**config.mk**
```make
export PLATFORM = sky130hd
export DESIGN_NAME = asm_divider
export DESIGN_NICKNAME = d
export VERILOG_FILES = /design/src/rtl/asm_divider.sv
export SDC_FILE = /design/constraint.sdc
export NUM_CORES = 1
export LEC_CHECK = 0
export BUFFER_PORTS_ARGS = -buffer_cell sky130_fd_sc_hd__buf_2
export CAP_MARGIN = 20
export CORE_UTILIZATION = 63
export CTS_CLUSTER_DIAMETER = 100
export DETAILED_ROUTE_END_ITERATION = 16
export PLACE_DENSITY = 0.87
export SKIP_CTS_REPAIR_TIMING = 1
export SLEW_MARGIN = 20
export SYNTH_ARGS = -nofsm -noshare
export SYNTH_HDL_FRONTEND = slang
export SYNTH_SLANG_ARGS = --single-unit
export TNS_END_PERCENT = 5
```
**constraint.sdc**
```tcl
create_clock -name clock -period 6.1 [get_ports clock]
set_clock_uncertainty 0.15 [all_clocks]
set_input_delay 0.61 -clock clock [delete_from_list [all_inputs] [get_ports clock]]
set_output_delay 0.61 -clock clock [all_outputs]
set_load 0.01 [all_outputs]
```
**src/rtl/asm_divider.sv**
```systemverilog
// Sequential unsigned restoring divider: one quotient bit per clock after a
// one-cycle divisor check, with a single-cycle result-valid pulse.
module asm_divider #(
    parameter int unsigned WIDTH = 32
) (
    input  logic             clock,
    input  logic             reset_n,
    input  logic [WIDTH-1:0] in1,
    input  logic [WIDTH-1:0] in2,
    input  logic             S,
    output logic             busy,
    output logic             V,
    output logic [WIDTH-1:0] quotient,
    output logic [WIDTH-1:0] remainder,
    output logic             div_by_zero
);

    localparam int unsigned CW = $clog2(WIDTH) + 1;

    typedef enum logic [1:0] {
        IDLE  = 2'd0,
        CHECK = 2'd1,
        RUN   = 2'd2
    } state_t;

    state_t           state;
    state_t           state_nx;

    logic [WIDTH-1:0] dvd;
    logic [WIDTH:0]   rem;
    logic [WIDTH-1:0] dsr;
    logic [CW-1:0]    cnt;

    logic [WIDTH-1:0] dvd_nx;
    logic [WIDTH:0]   rem_nx;
    logic [WIDTH-1:0] dsr_nx;
    logic [CW-1:0]    cnt_nx;
    logic [WIDTH-1:0] q_nx;
    logic [WIDTH-1:0] r_nx;
    logic             dz_nx;
    logic             v_nx;
    logic             busy_nx;

    logic [WIDTH+1:0] step_sh;
    logic             step_ge;
    logic [WIDTH:0]   step_sub;
    logic [WIDTH:0]   step_rem;
    logic [WIDTH-1:0] step_dvd;

    // One restoring step: shift {rem, dvd} left, subtract divisor when it fits.
    always_comb begin
        step_sh  = {rem, dvd[WIDTH-1]};
        step_ge  = (step_sh >= {2'b00, dsr});
        step_sub = step_sh[WIDTH:0] - {1'b0, dsr};
        step_rem = step_ge ? step_sub : step_sh[WIDTH:0];
        step_dvd = {dvd[WIDTH-2:0], step_ge};
    end

    always_ff @(posedge clock or negedge reset_n) begin
        if (!reset_n) begin
            state <= IDLE;
        end else begin
            state <= state_nx;
        end
    end

    always_comb begin
        state_nx = state;
        case (state)
            IDLE:    if (S) state_nx = CHECK;
            CHECK:   state_nx = (dsr == '0) ? IDLE : RUN;
            RUN:     if (cnt == CW'(1)) state_nx = IDLE;
            default: state_nx = IDLE;
        endcase
    end

    always_comb begin
        dvd_nx  = dvd;
        rem_nx  = rem;
        dsr_nx  = dsr;
        cnt_nx  = cnt;
        q_nx    = quotient;
        r_nx    = remainder;
        dz_nx   = div_by_zero;
        v_nx    = 1'b0;
        busy_nx = (state_nx != IDLE);
        case (state)
            IDLE: begin
                if (S) begin
                    dvd_nx = in1;
                    dsr_nx = in2;
                    rem_nx = '0;
                    cnt_nx = CW'(WIDTH);
                end
            end
            CHECK: begin
                if (dsr == '0) begin
                    q_nx  = '1;
                    r_nx  = dvd;
                    dz_nx = 1'b1;
                    v_nx  = 1'b1;
                end
            end
            RUN: begin
                dvd_nx = step_dvd;
                rem_nx = step_rem;
                cnt_nx = cnt - CW'(1);
                if (cnt == CW'(1)) begin
                    q_nx  = step_dvd;
                    r_nx  = step_rem[WIDTH-1:0];
                    dz_nx = 1'b0;
                    v_nx  = 1'b1;
                end
            end
            default: ;
        endcase
    end

    always_ff @(posedge clock or negedge reset_n) begin
        if (!reset_n) begin
            dvd         <= '0;
            rem         <= '0;
            dsr         <= '0;
            cnt         <= '0;
            quotient    <= '0;
            remainder   <= '0;
            div_by_zero <= 1'b0;
            V           <= 1'b0;
            busy        <= 1'b0;
        end else begin
            dvd         <= dvd_nx;
            rem         <= rem_nx;
            dsr         <= dsr_nx;
            cnt         <= cnt_nx;
            quotient    <= q_nx;
            remainder   <= r_nx;
            div_by_zero <= dz_nx;
            V           <= v_nx;
            busy        <= busy_nx;
        end
    end

endmodule

```
After elaboration in Yosys (flattened, before gate mapping)
Cells that the tools add are included.

storage, ports and cells
  bits in read-only memories = 0
  latch bits = 0
  RAM bits = 0
  bits of input ports = 67
  bits in registers = 172
  memories = 0

operators by class
  magnitude comparators = 1
  divide/modulo/power cells = 0
  equality and inequality tests = 6
  muxes and demuxes = 23
  $mul = 0
  add/subtract/negate cells = 2
  reduce and logical (&&, ||, !) cells = 8
  bitwise logic cells = 0
  shift operators = 0

operator list
  cell                   number
  $pmux W32 S2           3
  $mux W32               5
  $mux W33               2
  $pmux W33 S2           1
  $ge A34 B32 Y1         1
  $sub A33 B32 Y33       1
  $logic_not A32 Y1      1
  $pmux W6 S2            1
  $eq A6 B1 Y1 const B   1
  $mux W2                3
  $mux W6                1
  $ne A2 B2 Y1 const B   3
  $pmux W2 S3            1
  $reduce_bool A2 Y1     3
  $sub A6 B1 Y6 const B  1
  $mux W1                4
  $pmux W1 S2            2
  $reduce_and A2 Y1      2
  $reduce_and A3 Y1      1
  $eq A2 B1 Y1 const B   1
  $eq A2 B2 Y1 const B   1
  $logic_not A2 Y1       1

Logic depth before layout (Yosys ltp)
Gate-level depths: netlist of run 1.

  depth in word-level cells = 4
  gate-level depth with buffers = 14
  gate-level depth less buffers = 12

Worst setup path before layout of run 1
Ideal clock, no wire load.

  path type = register -> register
  start = reg dvd[31]
  end = reg remainder[24]
  data required time = 5.820 ns
  arrival = 2.799 ns
  buffers on the path = 2
  cell stages (with the launch flop) = 15
  setup slack = 3.021 ns
  clock period less this slack = 3.079 ns
  cells stage by stage = dfrtp_1 -> inv_1 -> ha_1 -> inv_1 -> fa_1 -> a21o_1 -> a31o_1 -> a211o_1 -> a21oi_4 -> a21o_4 -> a21o_1 -> buf_6 -> buf_12 -> mux2i_1 -> o21ai_1

between the ends
  word-level cells in the longest chain between the ends = 4

ends and longest elaborated chain
  what                                                RTL line  text
  start, declared                                     29        logic [WIDTH-1:0] dvd;
  start signal, assigned                              131       dvd <= dvd_nx;
  $sub A33 B32 Y33 or $ge A34 B32 Y1 (tied branches)  54, 53
  $mux W33 *                                          55        step_rem = step_ge ? step_sub : step_sh[WIDTH:0];
  $mux W32 *                                          108       if (cnt == CW'(1)) begin
  $pmux W32 S2 *                                      87        case (state)
  end signal, assigned                                136       remainder <= r_nx;
  end, declared                                       14        output logic [WIDTH-1:0] remainder,

Mark *: on every way between the ends. The rest lies on a longest branch, timed or not. The select of a mux whose other input is x is not followed.
A chain may end at the register's enable or synchronous reset.

Worst setup path in the final report of run 1
Same ends and word-level chain as after synthesis.

==> results.json, run 1 <==
{
  "viasPerCell": 6.31,
  "finalCriticalPeriod_ps": 4080,
  "maxCapViolations": 0,
  "synth-main-ff-cell": "dfrtp_1",
  "setup_viol": 0,
  "cp.arrival_ps": 4200,
  "crit_required_ps": 6230,
  "synthDistinctLibCells": 56,
  "cts_buffer_depth": 2,
  "multi_input_area_um2": 4730,
  "layout_commonest_cell": "dfrtp_1",
  "antenna_found_initial": 0,
  "r2r_setup_slack_ps": 2020,
  "powerDensity_nw_per_um2": 462,
  "muxShareOfSynthArea_pct": 9.73,
  "r2r_cells": 13,
  "critPathMostFrequentCell": "inv_1",
  "p_clk_share_pct": 22.5,
  "core_area_um2": 14600,
  "seqCellArea_um2": 4300,
  "cp_cell_sequence": "inv_1 > ha_1 > inv_1 > fa_1 > a21o_1 > a31o_1 > a211o_1 > a21oi_4 > a21o_4 > a21o_2 > buf_4 > mux2i_1 > o21ai_1",
  "synth_xor_area_share_pct": 2.31,
  "p_seq_share_pct": 36.6,
  "synth_fa_ha_area_share_pct": 5.23,
  "comb_power_share_pct": 40.9,
  "crit_path_start": "dvd[31]$_DFFE_PN0P_",
  "gp_congestion": 0.927,
  "drt_wl_total_um": 24400,
  "path_depth": 13,
  "async_reset_ff_share_pct": 100,
  "relSlewSlack_pct": 31.2,
  "cts_tree": "done",
  "drt_iter0_markers": 838,
  "drcViolationCount": 0,
  "r2r_start": "dvd[31]$_DFFE_PN0P_",
  "diodes": 0,
  "ant_nets": 0,
  "synth_top_family_by_area": "compound AO/OA/AOI/OAI gates",
  "intPower_mw": 2.90,
  "initial_core_util_pct": 65.0,
  "crit_buf_inv": 3,
  "syn_nets": 1120,
  "finalHoldViolCount": 0,
  "insertion_delay_ps": 440,
  "p_sw_mw": 2.08,
  "worstHoldPathType": "in2async",
  "ctsRootBufferMaster": "clkbuf_16",
  "ios": 134,
  "cts.sinks": 172,
  "grtUsageTotal_pct": 32.5,
  "synth_area_um2": 9480,
  "cts-htree-levels": 4,
  "dr.pass1.iters": 6,
  "slew_violations": 0,
  "placement.io_buffers": 133,
  "worstMarginPinSlew_ps": 1030,
  "die_area_um2": 15500,
  "setup-tns-final_ps": 0,
  "fin_crit_sh_pct": 66.8,
  "outcome": "completed",
  "crit_end": "remainder[24]$_DFFE_PN0P_",
  "end_kind": "register",
  "fp.dieW_um": 125,
  "fmax_mhz": 245,
  "drive_above_1_share_pct": 19.3,
  "synth.avg_cell_area_um2": 9.35,
  "overflow": 0,
  "power.total_mw": 4.98,
  "sw_frac_of_total_pct": 41.8,
  "postSynthCellCount": 1014,
  "die_h_um": 125,
  "fill_cells": 1060,
  "numCtsBuffers": 17,
  "yosysWarningCount": 0,
  "grt_setup_unrepaired": "false",
  "area_delta_synth_final_pct": 13.6,
  "final_cell_mix": "172 x dfrtp_1, 138 x nand2_1, 132 x buf_2",
  "cp_max_fo": 29,
  "grt_max_degree": 113,
  "ir_worst_vdd_mv": 0.298,
  "startpoint_type": "register",
  "ys_ff_latch": 172,
  "grt_first_pass_wirelength_um": 40200,
  "cpMaxStageDelayCell": "a21o_2",
  "post_drt_wl_per_cell_um": 18.6,
  "crit_path_max_incr_delay_ps": 570,
  "synth_compound_area_share_pct": 20.0,
  "yosys.area_share.simple_pct": 12.6,
  "rows": 44,
  "vias": 8268,
  "crit_type": "reg2reg",
  "cp_top_family": "compound AO/OA/AOI/OAI gates",
  "synth_seq_area_share_pct": 45.4,
  "grt_pass1_vias": 7781,
  "path_clk_slew_ps": 70,
  "power_leakage_nw": 5.23,
  "synth_enable_flop_cells": 0,
  "dp_hpwl_um": 17200,
  "final_nets": 1220,
  "worstReg2RegEnd": "remainder[24]$_DFFE_PN0P_"
}
[sequential cells by signal (all words and copies together) (netlist names)]
name         flops
V                1
busy             1
cnt              6
div_by_zero      1
dsr             32
dvd             32
quotient        32
rem             33
remainder       32
state            2
[worst min path at each step]
stage | slack (ps) | startpoint | cells past startpoint | end
6_report | 110 | reset_n | 1 | dvd[27]$_DFFE_PN0P_
5_1_grt | 240 | reset_n | 1 | quotient[28]$_DFFE_PN0P_
4_1_cts | 210 | reset_n | 1 | dvd[27]$_DFFE_PN0P_
3_5_place_dp | 310 | quotient[0]$_DFFE_PN0P_ | 1 | quotient[0]$_DFFE_PN0P_
3_3_place_gp | 300 | quotient[18]$_DFFE_PN0P_ | 2 | quotient[18]$_DFFE_PN0P_
2_1_floorplan | 160 | reset_n | 0 | V$_DFF_PN0_
[synthesized netlist by cell type (all sizes together) (6+ instances only)]
cell type | number | area share (%)
a21oi | 46 | 2.6
o21ai | 152 | 8.0
o211ai | 9 | 0.71
nand4 | 13 | 0.86
a211oi | 8 | 0.63
mux2 | 33 | 3.9
a22o | 8 | 0.74
clkbuf | 42 | 1.7
nand2b | 8 | 0.53
nor2 | 62 | 2.5
dfrtp | 172 | 45
o31ai | 6 | 0.53
and3 | 7 | 0.46
a21o | 17 | 1.4
mux2i | 55 | 5.8
buf | 18 | 1.3
ha | 38 | 5.0
a22oi | 25 | 2.0
nand3 | 10 | 0.53
nor4 | 10 | 0.66
nand2 | 138 | 5.5
nor3 | 9 | 0.48
a31oi | 12 | 0.79
xor2 | 6 | 0.55
inv | 45 | 1.8
xnor2 | 19 | 1.8
[metal layers]
layer | GRT usage (%) | vias to the layer above | routed length (µm)
li1 | - | 3826 | -
met2 | 49.1 | 424 | 10900
met4 | 8.22 | 0 | 393
met1 | 47.9 | 3986 | 11000
met5 | 0 | - | 0
met3 | 6.79 | 32 | 2170
[worst reg2reg max path, stage by stage, from the launching register on]
cell	delay, ps
dfrtp_1	410
inv_1	80
ha_1	170
inv_1	60
fa_1	410
a21o_1	220
a31o_1	250
a211o_1	340
a21oi_4	220
a21o_4	180
a21o_2	570
buf_4	400
mux2i_1	320
o21ai_1	120
[final cells by class]
cell class / count / share of cell area, %
repair buffers: 141 / 6.80
flip-flops and latches: 172 / 40.0
clock inverters: 13 / 1.45
inverters: 45 / 1.57
multi-input cells: 737 / 43.9
clock buffers: 19 / 4.11
well taps: 184 / 2.14
[metrics by stage]
step | cells | utilization, % | worst slack, ps | hold slack (ps) | instance area [µm²]
after floorplan | 1014 | - | 3020 | 164 | 9480
after global placement | 1279 | 69.7 | 2280 | 305 | 10200
after detailed placement | 1279 | 69.7 | 2110 | 313 | 10200
after CTS | 1311 | 73.8 | 2070 | 213 | 10800
after global routing | 1311 | 73.8 | 1810 | 244 | 10800
final | 1311 | 73.8 | 2020 | 107 | 10800
[logic make-up (layout without fill, tap and decap cells)]
family | after synthesis | count (layout)
AOI/OAI and AO/OA | 312 | 312
xor gates and xnor gates | 25 | 25
adders and majority gates | 39 | 39
buffers and inverters | 105 | 218
DFF | 172 | 172
muxes | 88 | 88
and+or+nand+nor | 273 | 273
[power by group through the flow]
stage / clock [mW] / sequential (mW) / combinational (mW)
after floorplan: 0 / 1.80 / 1.46
after global placement: 0 / 1.80 / 1.95
after detailed placement: 0 / 1.83 / 2.00
after CTS: 1.11 / 1.82 / 2.02
after global routing: 1.18 / 1.87 / 2.26
final: 1.12 / 1.82 / 2.04
Note: power is estimated with default switching activity, not from simulation.
==> run 2: changes to the inputs <==
--- a/config.mk
+++ b/config.mk
@@ -7,10 +7,10 @@
 export LEC_CHECK = 0
 export BUFFER_PORTS_ARGS = -buffer_cell sky130_fd_sc_hd__buf_2
 export CAP_MARGIN = 20
-export CORE_UTILIZATION = 63
+export CORE_UTILIZATION = 52
 export CTS_CLUSTER_DIAMETER = 100
 export DETAILED_ROUTE_END_ITERATION = 16
-export PLACE_DENSITY = 0.87
+export PLACE_DENSITY = 0.76
 export SKIP_CTS_REPAIR_TIMING = 1
 export SLEW_MARGIN = 20
 export SYNTH_ARGS = -nofsm -noshare
==> constraint.sdc (replaced) <==
create_clock -name clock -period 3.7 [get_ports clock]
set_clock_uncertainty 0.15 [all_clocks]
set_input_delay 0.37 -clock clock [delete_from_list [all_inputs] [get_ports clock]]
set_output_delay 0.37 -clock clock [all_outputs]
set_load 0.01 [all_outputs]
==> run 2 against run 1 <==
Against the previous run:
- total power grew 66%
- non-clock buffer count grew 13
- first-iteration DRC count shrank 25%
- cell count grew 4.4%
- maximum frequency grew 19%
- via count shrank 4.1%
- cell area grew 1.9%
- routed wire length shrank 1.6%
- largest cell class unchanged
==> results.json, run 2 (synthesis gave the netlist of run 1 again) <==
{
  "vias": 7927,
  "worstReg2RegEnd": "remainder[0]$_DFFE_PN0P_",
  "diodes": 0,
  "insertion_delay_ps": 440,
  "place_inst": 1336,
  "cpMaxStageDelayCell": "fa_1",
  "fill_cells": 1534,
  "finalCriticalPeriod_ps": 3430,
  "final_nets": 1233,
  "ctsRootBufferMaster": "clkbuf_16",
  "post_drt_wl_per_cell_um": 17.6,
  "intPower_mw": 4.86,
  "cts_buffer_depth": 2,
  "crit_type": "reg2reg",
  "worstHoldPathType": "in2reg",
  "path_clk_slew_ps": 70,
  "ios": 134,
  "r2r_start": "dvd[31]$_DFFE_PN0P_",
  "crit_path_max_incr_delay_ps": 420,
  "fmax_mhz": 292,
  "dp_hpwl_um": 17800,
  "initial_core_util_pct": 52.9,
  "startpoint_type": "register",
  "holdCritStartpoint": "in2[9]",
  "min_path_cells": 2,
  "seqCellArea_um2": 4300,
  "cts_tree": "done",
  "area_delta_synth_final_pct": 15.7,
  "powerDensity_nw_per_um2": 753,
  "power.total_mw": 8.25,
  "final_cell_mix": "172 x dfrtp_1, 138 x nand2_1, 132 x buf_2",
  "fin_crit_sh_pct": 92.6,
  "largest_register": "rem",
  "grtUsageTotal_pct": 26.4,
  "drt_wl_total_um": 24000,
  "p_seq_share_pct": 36.3,
  "maxCapViolations": 0,
  "die_h_um": 137,
  "layout_commonest_cell": "dfrtp_1",
  "viasPerCell": 5.79,
  "setup-tns-final_ps": 0,
  "crit_buf_inv": 3,
  "core_area_um2": 17900,
  "overflow": 0,
  "ir_worst_vdd_mv": 0.490,
  "die_area_um2": 18800,
  "critPathMostFrequentCell": "inv_1",
  "grt_first_pass_wirelength_um": 37900,
  "dr.pass1.iters": 5,
  "slew_violations": 0,
  "p_clk_share_pct": 22.8,
  "fp.dieW_um": 137,
  "r2r_cells": 13,
  "rows": 49,
  "ant_nets": 0,
  "sw_frac_of_total_pct": 41.1,
  "drcViolationCount": 0,
  "drt_iter0_markers": 625,
  "cp_max_fo": 7,
  "whs_endpoint": "dsr[9]$_DFFE_PN0P_",
  "placement.io_buffers": 133,
  "end_kind": "register",
  "stdcell_count": 1369,
  "power_leakage_nw": 5.31,
  "cts.sinks": 172,
  "setup_viol": 0,
  "largest_reg_flops": 33,
  "grt_max_degree": 72,
  "r2r_setup_slack_ps": 270,
  "crit_required_ps": 3890,
  "finalHoldViolCount": 0,
  "multi_input_area_um2": 4740,
  "grt_pass1_vias": 7353,
  "outcome": "completed",
  "p_sw_mw": 3.39,
  "antenna_found_initial": 0,
  "comb_power_share_pct": 40.9,
  "holdWs_ps": 10.5,
  "cts-htree-levels": 4,
  "cp_cell_sequence": "inv_1 > ha_1 > inv_1 > fa_1 > a21o_1 > a31o_1 > a211o_1 > a21oi_4 > a21o_4 > a21o_2 > buf_4 > mux2_2 > o21ai_0",
  "drive_above_1_share_pct": 20.2,
  "relSlewSlack_pct": 52.9,
  "grt_setup_unrepaired": "false",
  "cp_top_family": "compound AO/OA/AOI/OAI gates",
  "numCtsBuffers": 17,
  "gp_congestion": 0.964,
  "worstMarginPinSlew_ps": 706,
  "cp.arrival_ps": 3620
}
[run 2: cell count changes in the layout (fill, tap and decap cells not counted)]
cell           previous run  this run
bufinv_16                 2         3
clkbuf_8                  1         0
inv_6                     3         1
clkinv_2                  1         2
o21a_2                    1         0
buf_12                    0         2
dlygate4sd3_1             0         1
buf_4                     8        18
o21a_4                    0         1
inv_8                     3         4
[run 2: power groups by stage]
stage | Clock, mW | Sequential, mW | Combinational, mW
3_5_place_dp | 0 | 3.03 | 3.35
4_1_cts | 1.90 | 2.99 | 3.35
2_1_floorplan | 0 | 2.96 | 2.40
5_1_grt | 1.98 | 3.08 | 3.77
6_report | 1.88 | 3.00 | 3.38
3_3_place_gp | 0 | 2.99 | 3.28
[run 2: final cells by class]
class                           count  area share, %
Multi-Input combinational cell    737           43.2
Sequential cell                   172           39.2
Timing Repair Buffer              154           7.82
Clock buffer                       18           3.91
Tap cell                          229           2.61
Clock inverter                     14           1.69
Inverter                           45           1.54
[run 2: metal layers]
layer	global-route usage, %	routed length (µm)
met5	0	0
met4	8.79	450
met3	4.89	1610
met2	37.9	10300
met1	39.6	11700
[run 2: worst max path at each step]
| stage | start | end | slack (ps) | cells after the start |
|---|---|---|---|---|
| 3_5_place_dp | dvd[31]$_DFFE_PN0P_ | remainder[0]$_DFFE_PN0P_ | 300 | 13 |
| 2_1_floorplan | dvd[31]$_DFFE_PN0P_ | remainder[24]$_DFFE_PN0P_ | 620 | 14 |
| 5_1_grt | dvd[31]$_DFFE_PN0P_ | remainder[17]$_DFFE_PN0P_ | 140 | 13 |
| 3_3_place_gp | dvd[31]$_DFFE_PN0P_ | remainder[0]$_DFFE_PN0P_ | 440 | 13 |
| 4_1_cts | dvd[31]$_DFFE_PN0P_ | remainder[0]$_DFFE_PN0P_ | 290 | 13 |
| 6_report | dvd[31]$_DFFE_PN0P_ | remainder[0]$_DFFE_PN0P_ | 270 | 13 |
[run 2: through the flow]
stage / worst slack (ps) / utilization (%) / area, µm²
finish: 274 / 61.3 / 11000
CTS: 287 / 61.2 / 11000
global placement: 435 / 57.7 / 10300
floorplan: 621 / - / 9480
detailed placement: 295 / 57.7 / 10300
global route: 137 / 61.3 / 11000
